File: src/rtl/scsa_vl_recovery.sv
// Variable-latency wrapper around a speculative carry-select adder.
// The operand pair is registered, and the speculative and exact sums are
// both formed from those registers. In approximate mode the speculative sum
// is returned after one cycle. In exact mode a detected misspeculation costs
// one extra recovery cycle, and the exact sum is returned instead.
//
// state | meaning
// ------+---------------------------------------------------------------
// IDLE  | empty, ready for an operand pair
// EVAL  | operands registered; speculative sum and error are evaluated
// FIX   | misspeculation in exact mode; exact sum is loaded next edge
// DONE  | result presented; held until the consumer takes it
module scsa_vl_recovery #(
    parameter int WIDTH = 16,
    parameter int BLK   = 4,
    parameter int CNTW  = 16
) (
    input  logic             clk,
    input  logic             rst_n,
    input  logic             in_valid,
    output logic             in_ready,
    input  logic [WIDTH-1:0] A_i,
    input  logic [WIDTH-1:0] B_i,
    input  logic             Cin_i,
    input  logic             approx_en,
    output logic             out_valid,
    input  logic             out_ready,
    output logic [WIDTH-1:0] S_o,
    output logic             Co_o,
    output logic             err_o,
    output logic             fixed_o,
    output logic [CNTW-1:0]  err_cnt,
    input  logic             cnt_clr
);

    localparam int NB = WIDTH / BLK;

    typedef enum logic [1:0] {IDLE, EVAL, FIX, DONE} state_t;

    state_t           state;
    logic [WIDTH-1:0] a_q;
    logic [WIDTH-1:0] b_q;
    logic             cin_q;
    logic             approx_q;

    logic [NB-1:0]    spec_c;
    logic [NB-1:0]    mis;
    logic [WIDTH-1:0] spec_s;
    logic             spec_co;
    logic [WIDTH:0]   sum_full;
    logic             err;
    logic             accept;

    // Exact reference sum; its per-bit sums also reveal the true block carries
    assign sum_full = {1'b0, a_q} + {1'b0, b_q} + {{WIDTH{1'b0}}, cin_q};

    for (genvar k = 0; k < NB; k++) begin : g_blk
        localparam int LO = k * BLK;

        if (k == 0) begin : g_first
            assign spec_c[0] = cin_q;
            assign mis[0]    = 1'b0;
        end else begin : g_rest
            // Speculated carry-in is the generate of the block below (carry-in 0)
            assign spec_c[k] = ({1'b0, a_q[LO-BLK +: BLK]} + {1'b0, b_q[LO-BLK +: BLK]})
                               > {1'b0, {BLK{1'b1}}};
            // True carry into bit LO recovered as a ^ b ^ sum
            assign mis[k]    = spec_c[k] ^ (a_q[LO] ^ b_q[LO] ^ sum_full[LO]);
        end

        if (k == NB - 1) begin : g_top
            assign {spec_co, spec_s[LO +: BLK]} = {1'b0, a_q[LO +: BLK]} + {1'b0, b_q[LO +: BLK]}
                                                + {{BLK{1'b0}}, spec_c[k]};
        end else begin : g_low
            assign spec_s[LO +: BLK] = a_q[LO +: BLK] + b_q[LO +: BLK]
                                     + {{(BLK-1){1'b0}}, spec_c[k]};
        end
    end

    assign err      = |mis;
    assign in_ready = (state == IDLE) || ((state == DONE) && out_ready);
    assign accept   = in_valid && in_ready;

    // Sequencing FSM with registered operands and registered result outputs
    always_ff @(posedge clk or negedge rst_n) begin
        if (!rst_n) begin
            state     <= IDLE;
            a_q       <= '0;
            b_q       <= '0;
            cin_q     <= 1'b0;
            approx_q  <= 1'b0;
            out_valid <= 1'b0;
            S_o       <= '0;
            Co_o      <= 1'b0;
            err_o     <= 1'b0;
            fixed_o   <= 1'b0;
        end else begin
            if (accept) begin
                a_q      <= A_i;
                b_q      <= B_i;
                cin_q    <= Cin_i;
                approx_q <= approx_en;
            end
            case (state)
                IDLE: begin
                    if (accept) state <= EVAL;
                end
                EVAL: begin
                    if (!err || approx_q) begin
                        S_o       <= spec_s;
                        Co_o      <= spec_co;
                        err_o     <= err;
                        fixed_o   <= 1'b0;
                        out_valid <= 1'b1;
                        state     <= DONE;
                    end else begin
                        state     <= FIX;
                    end
                end
                FIX: begin
                    S_o       <= sum_full[WIDTH-1:0];
                    Co_o      <= sum_full[WIDTH];
                    err_o     <= 1'b1;
                    fixed_o   <= 1'b1;
                    out_valid <= 1'b1;
                    state     <= DONE;
                end
                DONE: begin
                    if (out_ready) begin
                        out_valid <= 1'b0;
                        state     <= accept ? EVAL : IDLE;
                    end
                end
                default: state <= IDLE;
            endcase
        end
    end

    // Saturating misspeculation counter; clear takes priority over a count
    always_ff @(posedge clk or negedge rst_n) begin
        if (!rst_n) begin
            err_cnt <= '0;
        end else if (cnt_clr) begin
            err_cnt <= '0;
        end else if ((state == EVAL) && err && (err_cnt != {CNTW{1'b1}})) begin
            err_cnt <= err_cnt + {{(CNTW-1){1'b0}}, 1'b1};
        end
    end

endmodule

File: config.mk
export PLATFORM = sky130hd
export DESIGN_NAME = scsa_vl_recovery
export DESIGN_NICKNAME = d
export VERILOG_FILES = /design/src/rtl/scsa_vl_recovery.sv
export SDC_FILE = /design/constraint.sdc
export NUM_CORES = 1
export LEC_CHECK = 0
export CORE_UTILIZATION = 40
export CTS_CLUSTER_SIZE = 40
export DETAILED_ROUTE_END_ITERATION = 10
export PLACE_DENSITY = 0.63
export SETUP_SLACK_MARGIN = 0.3
export SYNTH_ARGS = -nofsm -noshare
export SYNTH_HDL_FRONTEND = slang
export SYNTH_SLANG_ARGS = --single-unit
File: constraint.sdc
create_clock -name clk -period 3.6 [get_ports clk]
set_input_delay 0.36 -clock clk [delete_from_list [all_inputs] [get_ports clk]]
set_output_delay 0.36 -clock clk [all_outputs]
set_load 0.01 [all_outputs]
## After elaboration in Yosys (flattened, before gate mapping)

Index checks and enable logic that the tools add are counted.
Widths: inputs -> output; s select.

- Add/subtract/negate cells: 14
- Magnitude comparators: 3
- Equal/unequal tests: 7
- Mux-type cells: 18
- Bitwise operators: 9
- Reductions and logical operators: 15

Operators with widths:

| cell | count |
|---|---|
| $mux 16 | 3 |
| $pmux 16 s2 | 1 |
| $add 4x4->5 | 4 |
| $add 16x16->17 | 1 |
| $add 17x1->17 | 1 |
| $add 16x1->16 const B | 1 |
| $ne 16x16->1 const B | 1 |
| $gt 5x4->1 const B | 3 |
| $add 4x1->4 | 3 |
| $add 4x4->4 | 3 |
| $xor 1x1->1 | 9 |
| $pmux 2 s4 | 1 |
| $mux 1 | 7 |
| $ne 2x2->1 const B | 3 |
| $pmux 1 s2 | 3 |
| $add 5x1->5 | 1 |
| $eq 2x2->1 const B | 2 |
| $logic_and 1x1->1 | 4 |
| $mux 2 | 2 |
| $reduce_and 2->1 | 2 |
| $reduce_bool 2->1 | 2 |
| $pmux 1 s3 | 1 |
| $reduce_and 3->1 | 1 |
| $reduce_bool 3->1 | 1 |
| other kinds (5) | 6 |

- Register bits: 72
- Bits of input ports: 39
- Output and inout port bits: 37
- Logic and storage cells: 77

## Longest topological paths before layout

Gate-level depths: netlist (run 1).

- Depth after elaboration: 9
- Depth in mapped cells: 15
- Gate-level depth less buffers: 15

## Worst setup path before layout (run 1)

OpenSTA, ideal clock, no wires.

- Path type: register -> register
- From: register a_q[8]
- To: register S_o[14]
- Setup time: 0.079 ns
- Arrival: 3.148 ns
- Required time: 3.521 ns
- Slack: 0.373 ns
- Stages on the path, launching flop included: 16
- Path buffers: 0
- Period minus slack after synthesis: 3.227 ns
- Cell sequence: dfrtp_1 > ha_1 > inv_1 > fa_1 > nor2b_1 > o21ai_0 > nand2b_1 > fa_1 > inv_1 > fa_1 > nor2b_1 > a31oi_1 > nor4_1 > a2111oi_0 > o211ai_1 > mux2i_1

- Cells in the longest elaborated chain, start to end: 9
- Elaborated cells between the ends (all ways): 17
- Classes of those cells: 4 x add/sub; 1 x order compare; 1 x eq/ne; 2 x mux; 5 x bitwise; 4 x reduce/logical

RTL lines:

| element | RTL line | source |
|---|---|---|
| from (decl) | 41 | `logic [WIDTH-1:0] a_q;` |
| from (signal assigned) | 99 | `a_q <= A_i;` |
| $add 16x16->17 | 55 | `assign sum_full = {1'b0, a_q} + {1'b0, b_q} + {{WIDTH{1'b0}}, cin_q};` |
| $add 17x1->17 | 55 |  |
| $xor 1x1->1 (2 in series) | 68 | `assign mis[k] = spec_c[k] ^ (a_q[LO] ^ b_q[LO] ^ sum_full[LO]);` |
| $reduce_or 3->1 | 80 | `assign err = \|mis;` |
| $logic_not 1->1 | 109 | `if (!err \|\| approx_q) begin` |
| $logic_or 1x1->1 | 109 |  |
| $ne 2x2->1 (no source line) | n/a |  |
| $reduce_and 2->1 (no source line) | n/a |  |
| to (signal assigned) | 110 | `S_o <= spec_s;` |
| to (signal assigned) | 121 | `S_o <= sum_full[WIDTH-1:0];` |
| to (decl) | 28 | `output logic [WIDTH-1:0] S_o,` |

Several ways; a longest one is shown, not always the timed one. The select of a mux whose other input is x is not followed.
A chain may end at the register's enable or synchronous reset.

## Worst setup path after layout (run 1)

- From: register a_q[0]
- To: register err_cnt[11]

- Cells in the longest elaborated chain, start to end: 8
- Elaborated cells between the ends (all ways): 14
- Classes of those cells: 3 x add/sub; 1 x order compare; 6 x bitwise; 4 x reduce/logical

RTL lines:

| element | RTL line | source |
|---|---|---|
| $add 16x16->17 | 55 |  |
| $add 17x1->17 | 55 |  |
| $xor 1x1->1 (2 in series) | 68 |  |
| $reduce_or 3->1 * | 80 |  |
| $logic_and 1x1->1 * (2 in series) | 145 | `end else if ((state == EVAL) && err && (err_cnt != {CNTW{1'b1}})) begin` |
| $reduce_bool 2->1 (no source line) * | n/a |  |
| to (signal assigned) | 146 | `err_cnt <= err_cnt + {{(CNTW-1){1'b0}}, 1'b1};` |
| to (decl) | 32 | `output logic [CNTW-1:0] err_cnt,` |

Every way passes the cells marked *; elsewhere a longest branch is shown, timed or not.

==> results.cfg, run 1 <==
[run_status]
status = finished, final reports clean

[min_path]
hold_path.class = input port to asynchronous set/reset pin

[placed_design]
place_congestion = 0.8160
dpl.hpwl_um = 7244
dp_slack_ns = 0.3327
io_buffer_count = 75
postPlaceCellArea_mm2 = 0.005424
dpl.cell_count = 628

[cells_and_area]
fin_area_mm2 = 0.005799
antenna_cells = 0
finalNonFillerCells = 647
drive_gt1_frac = 0.1972
layout.nets = 574
area_delta_synth_final_pct = 27.76
multiInputGateArea_mm2 = 0.002565
utilization = 0.5303
regArea_mm2 = 0.001802
nFillCells = 996

[yosys]
yosysUniqueCellTypes = 57
synthesis.nets = 498
synth-seq-cells = 72
synthTopCellsByArea = dfrtp_1 40%, mux2_2 12%, ha_1 6.1%, fa_1 4.9%, a21oi_1 3.0%
synth_edf_count = 0
synth_warnings = 0
netlist_area_mm2 = 0.004539
yosysTopAreaCellShare = 0.3969
ys_seq_area_frac = 0.3969
yosysTopAreaCell = dfrtp_1
ys_top_cells_by_count = 72 x dfrtp_1, 48 x mux2_2, 33 x inv_1
synth.avg_cell_area_um2 = 10.66
ys.flop_type = dfrtp_1
ys_async_sr_fraction = 1.000
post-synth-top-count-cell = dfrtp_1
syn_inst = 426

[routing]
via_per_inst = 5.513
met1Wirelength_um = 4860
first_iter_violations = 148
wl_um = 10400
vias = 3567
dr.max_layer_used = met4
ant_nets = 0
dr_wl_met2_um = 4930
remaining_drc_errors = 0
wl_met3_um = 367
wl_per_cell_um = 16.08
drtPass1Iterations = 7

[setup_path]
cpMostUsedCell = fa_1
worstPathCellList = fa_1, inv_1, fa_1, nor2b_4, o31a_4, a221oi_4, o31a_2, nor4b_1, mux2_2
cp.depth = 9
cp_max_fo = 29
path_buf_inv = 1
crit_type = flip-flop to flip-flop
cp_top_family = compound AO/OA/AOI/OAI gates
reg2reg_setup_slack_ns = 0.44
timing.rr.start = a_q[0]
critPathLaunchType = flip-flop
rr_endpoint = err_cnt[11]
crit_end = err_cnt[11]
cp-startpoint = a_q[0]
rr_worst_depth = 9
critPathSlowestCell = o31a_2
critPathRequiredTime_ns = 3.82
worstPathArrival_ns = 3.38
critPathCaptureType = flip-flop
cp_slowest_stage_delay_ns = 0.54

[global_route]
overflow = 0
grt_pass1_wl_um = 17040
antenna_found_initial = 0
grt_pass1_vias = 3486
grt_start_max_net_pins = 73
grt.total_usage = 0.1889

[cts]
clock_path_buffers = 2
clk_latency_ns = 0.34
cts_root_buf = clkbuf_16
cts_tree = yes
postCtsHoldBufs = 0
cts_sinks = 72
cts_buffers = 9
clk_pin_slew_ns = 0.06
htreeDepth = 3

[run]
drv_cap = 0

[sta]
tightestPinTransition_ns = 0.9502
min_period_ns = 3.158
period_share = 0.8773
fin_ws_ns = 0.4417
hold_viol_final = 0
clock_skew_ns = 0.005765
finalSetupTns_ns = 0
max_freq_ghz = 0.3166
rsz0062_at_grt = false
final_max_slew_viol_count = 0
final-setup-viol-count = 0
relSlewSlack = 0.3665
whs_ns = 0.2402

[floorplanning]
core_area_mm2 = 0.01094
ios = 76
fp.dieH_um = 108.5
die_area_mm2 = 0.01178
die_width_um = 108.5
start_util = 0.4151
fp-row-count = 38

[power]
p_total_mw = 6.294
powerDensity_mw_per_mm2 = 1085
p_leak_nw = 2.411
ir_worst_vdd_v = 0.0005359
[what timing repair did]
action	CTS	global route
resized for setup	0	11
setup buffers	0	3
setup endpoints to repair	0	2
hold endpoints to repair	0	0
[sequential cells by signal, indices dropped and copies added, names as in the netlist]
name	count
Co_o	1
S_o	16
a_q	16
approx_q	1
b_q	16
cin_q	1
err_cnt	16
err_o	1
fixed_o	1
out_valid	1
state	2
[cells by family (layout without fill, tap and decap cells)]
family                     count (synthesis)  count (layout)  share of synthesized area
buffers and inverters                     52             133                    0.04796
xor gates and xnor gates                   8               8                    0.01544
muxes                                     58              58                     0.1477
adders and majority gates                 33              33                     0.1091
and+or+nand+nor                          106             106                     0.1284
DFF                                       72              72                     0.3969
AOI/OAI and AO/OA                         97              97                     0.1544
[per-layer routing]
layer  vias up  global-route usage
met5         -                   0
met1      1769              0.2531
li1       1709                   -
met4         0             0.08591
met2        72              0.2948
met3        17             0.03677
[layout make-up]
class	count	share of cell area
sequential	72	0.3107
clock buffer	11	0.04358
timing repair buffer	84	0.1424
inverter	33	0.02136
multi-input combinational	302	0.4423
clock inverter	5	0.009493
tap	140	0.03020
[cell usage in the layout (no fill, tap or decap), types with 4 or more instances in the layout]
cell type,n
nor2b_1,9
inv_1,33
a31oi_1,5
fa_1,9
mux2_4,6
nor3_1,4
o21ai_0,12
ha_1,20
nor4_1,5
clkbuf_16,9
or4_1,10
mux2_2,48
and3_1,4
a21oi_1,27
nand4_1,5
o31ai_1,11
nand2_1,20
buf_4,8
a21o_1,6
mux2i_1,4
nand3_1,14
clkdlybuf4s50_1,74
o211ai_1,8
xnor2_1,5
dfrtp_1,72
nor2_1,18
[where the power goes]
group	leakage, nW	internal, mW	total (mW)	switching (mW)
clock	0.148	0.572	0.922	0.350
sequential	0.884	1.16	1.42	0.254
combinational	1.38	1.96	3.96	1.99
total	2.41	3.70	6.29	2.60
[how the worst min path moves through the flow]
stage	from	to	depth (start not counted)	slack [ns]
finish	rst_n	a_q[3]	2	0.24
global route	rst_n	a_q[3]	2	0.33
CTS	rst_n	a_q[4]	2	0.28
detailed placement	S_o[13]	S_o[13]	1	0.50
global placement	b_q[10]	b_q[10]	1	0.50
floorplan	rst_n	Co_o	0	0.06
(Power assumes the default switching activity.)
==> run 2: changes to the inputs <==
- clock period: 3.6 -> 3 ns (I/O delays scaled with it)
==> results.cfg, run 2 (synthesis results as in run 1) <==
[floorplanning]
ios = 76
start_util = 0.4151
core_area_mm2 = 0.01094
die_width_um = 108.5
fp.dieH_um = 108.5
fp-row-count = 38
die_area_mm2 = 0.01178

[cts]
clk_latency_ns = 0.33
clk_pin_slew_ns = 0.06
clock_path_buffers = 2
cts_root_buf = clkbuf_16
cts_sinks = 72
cts_tree = yes
htreeDepth = 3
cts_buffers = 9
postCtsHoldBufs = 0

[placed_design]
dpl.hpwl_um = 7435
io_buffer_count = 75
dpl.cell_count = 643
place_congestion = 0.8472
dp_slack_ns = -0.1299

[cells_and_area]
layout.nets = 613
finalNonFillerCells = 686
drive_gt1_frac = 0.3388
antenna_cells = 0
nFillCells = 925
final_common_cell = clkdlybuf4s50_1
final_cell_mix = 74 x clkdlybuf4s50_1, 72 x dfrtp_1, 36 x mux2_2
area_delta_synth_final_pct = 42.53

[setup_path]
path_buf_inv = 2
critPathLaunchType = flip-flop
critPathSlowestCell = dfrtp_1
reg2reg_setup_slack_ns = 0.02
worstPathArrival_ns = 3.23
crit_type = flip-flop to flip-flop
cp_max_fo = 5
cp_top_family = adder cells
cpMostUsedCell = fa_2
critPathCaptureType = flip-flop
worstPathCellList = ha_2, inv_2, fa_2, nor2b_1, o21ai_1, nand2b_1, fa_2, inv_2, fa_2, nor2b_4, a31oi_4, nor4_2, a2111oi_2, o211ai_1, mux2i_1
cp_slowest_stage_delay_ns = 0.35
critPathRequiredTime_ns = 3.25

[min_path]
hold_path.class = input port to asynchronous set/reset pin

[routing]
wl_per_cell_um = 16.27
remaining_drc_errors = 0
first_iter_violations = 188
wl_um = 11160
drtPass1Iterations = 5
via_per_inst = 5.469
ant_nets = 0
vias = 3752

[power]
pwr-share-clk = 0.132
ir_worst_vdd_v = 0.0005675
p_sw_mw = 3.556
p_total_mw = 8.872
intPower_mw = 5.316
seqPwrFrac = 0.191
p_leak_nw = 2.775
powerDensity_mw_per_mm2 = 1371
p_sw_frac = 0.4008
power_frac_comb = 0.677

[sta]
final_max_slew_viol_count = 0
relSlewSlack = 0.3492
rsz0062_at_grt = true
final-setup-viol-count = 0
hold_viol_final = 0
clock_skew_ns = 0.007470
min_period_ns = 2.981
tightestPinTransition_ns = 0.9732
max_freq_ghz = 0.3355
whs_ns = 0.1824
period_share = 0.9936
fin_ws_ns = 0.01919

[global_route]
grt_start_max_net_pins = 73
grt_pass1_wl_um = 17550
grt.total_usage = 0.1941
overflow = 0
antenna_found_initial = 0
grt_pass1_vias = 3585

[run]
drv_cap = 0

[run_status]
status = finished, final reports clean
[run 2: cell types whose count changed in the layout (fill, tap and decap cells not counted), sizes merged]
cell / previous run / this run
buf: 10 / 47
bufinv: 1 / 2
o31a: 2 / 3
[run 2: per-layer routing]
metal  part of all wire  global-route usage  vias up
li1                   -                   -     1788
met1               0.45              0.2628     1840
met2               0.49              0.3165      104
met3              0.043             0.03737       20
met4              0.016             0.05309        0
met5                  0                   0        -
[run 2: layout make-up]
| type | instances | area (µm²) | share of cell area |
|---|---|---|---|
| Tap cell | 140 | 175.2 | 0.02707 |
| Inverter | 33 | 123.9 | 0.01915 |
| Sequential cell | 72 | 1802 | 0.2785 |
| Multi-Input combinational cell | 303 | 2856 | 0.4415 |
| Clock buffer | 10 | 239.0 | 0.03694 |
| Timing Repair Buffer | 122 | 1181 | 0.1826 |
| Clock inverter | 6 | 92.59 | 0.01431 |
[run 2: final timing paths]
kind | start | end | cells past startpoint
max | a_q[8] | S_o[14] | 15
min | rst_n | S_o[6] | 2
max reg2reg | a_q[8] | S_o[14] | 15
min reg2reg | err_o | err_o | 1
max in group asynchronous | rst_n | state[0] | 2
min in group clk | err_o | err_o | 1
[run 2: timing repair]
action / CTS / global route
hold endpoints to repair: 0 / 0
pin swaps: 20 / 36
endpoints found under the setup margin: 34 / 37
buffers inserted: 18 / 7
gates cloned: 2 / 0
gates resized for setup: 21 / 55
[run 2: power groups by stage]
stage,Sequential (mW),Combinational (mW),Clock [mW]
after floorplan,1.71,3.62,0
after global placement,1.69,4.94,0
after detailed placement,1.71,5.05,0
after CTS,1.69,5.68,1.19
after global routing,1.75,6.53,1.23
final,1.69,6.01,1.17
[run 2: per-stage QoR]
step | TNS [ns] | instance area (µm²) | util
floorplan | -0.04150 | 4612 | -
global placement | 0 | 5609 | 0.5129
detailed placement | -0.1299 | 5609 | 0.5129
CTS | 0 | 6213 | 0.5682
global route | -0.1948 | 6470 | 0.5916
finish | 0 | 6470 | 0.5916
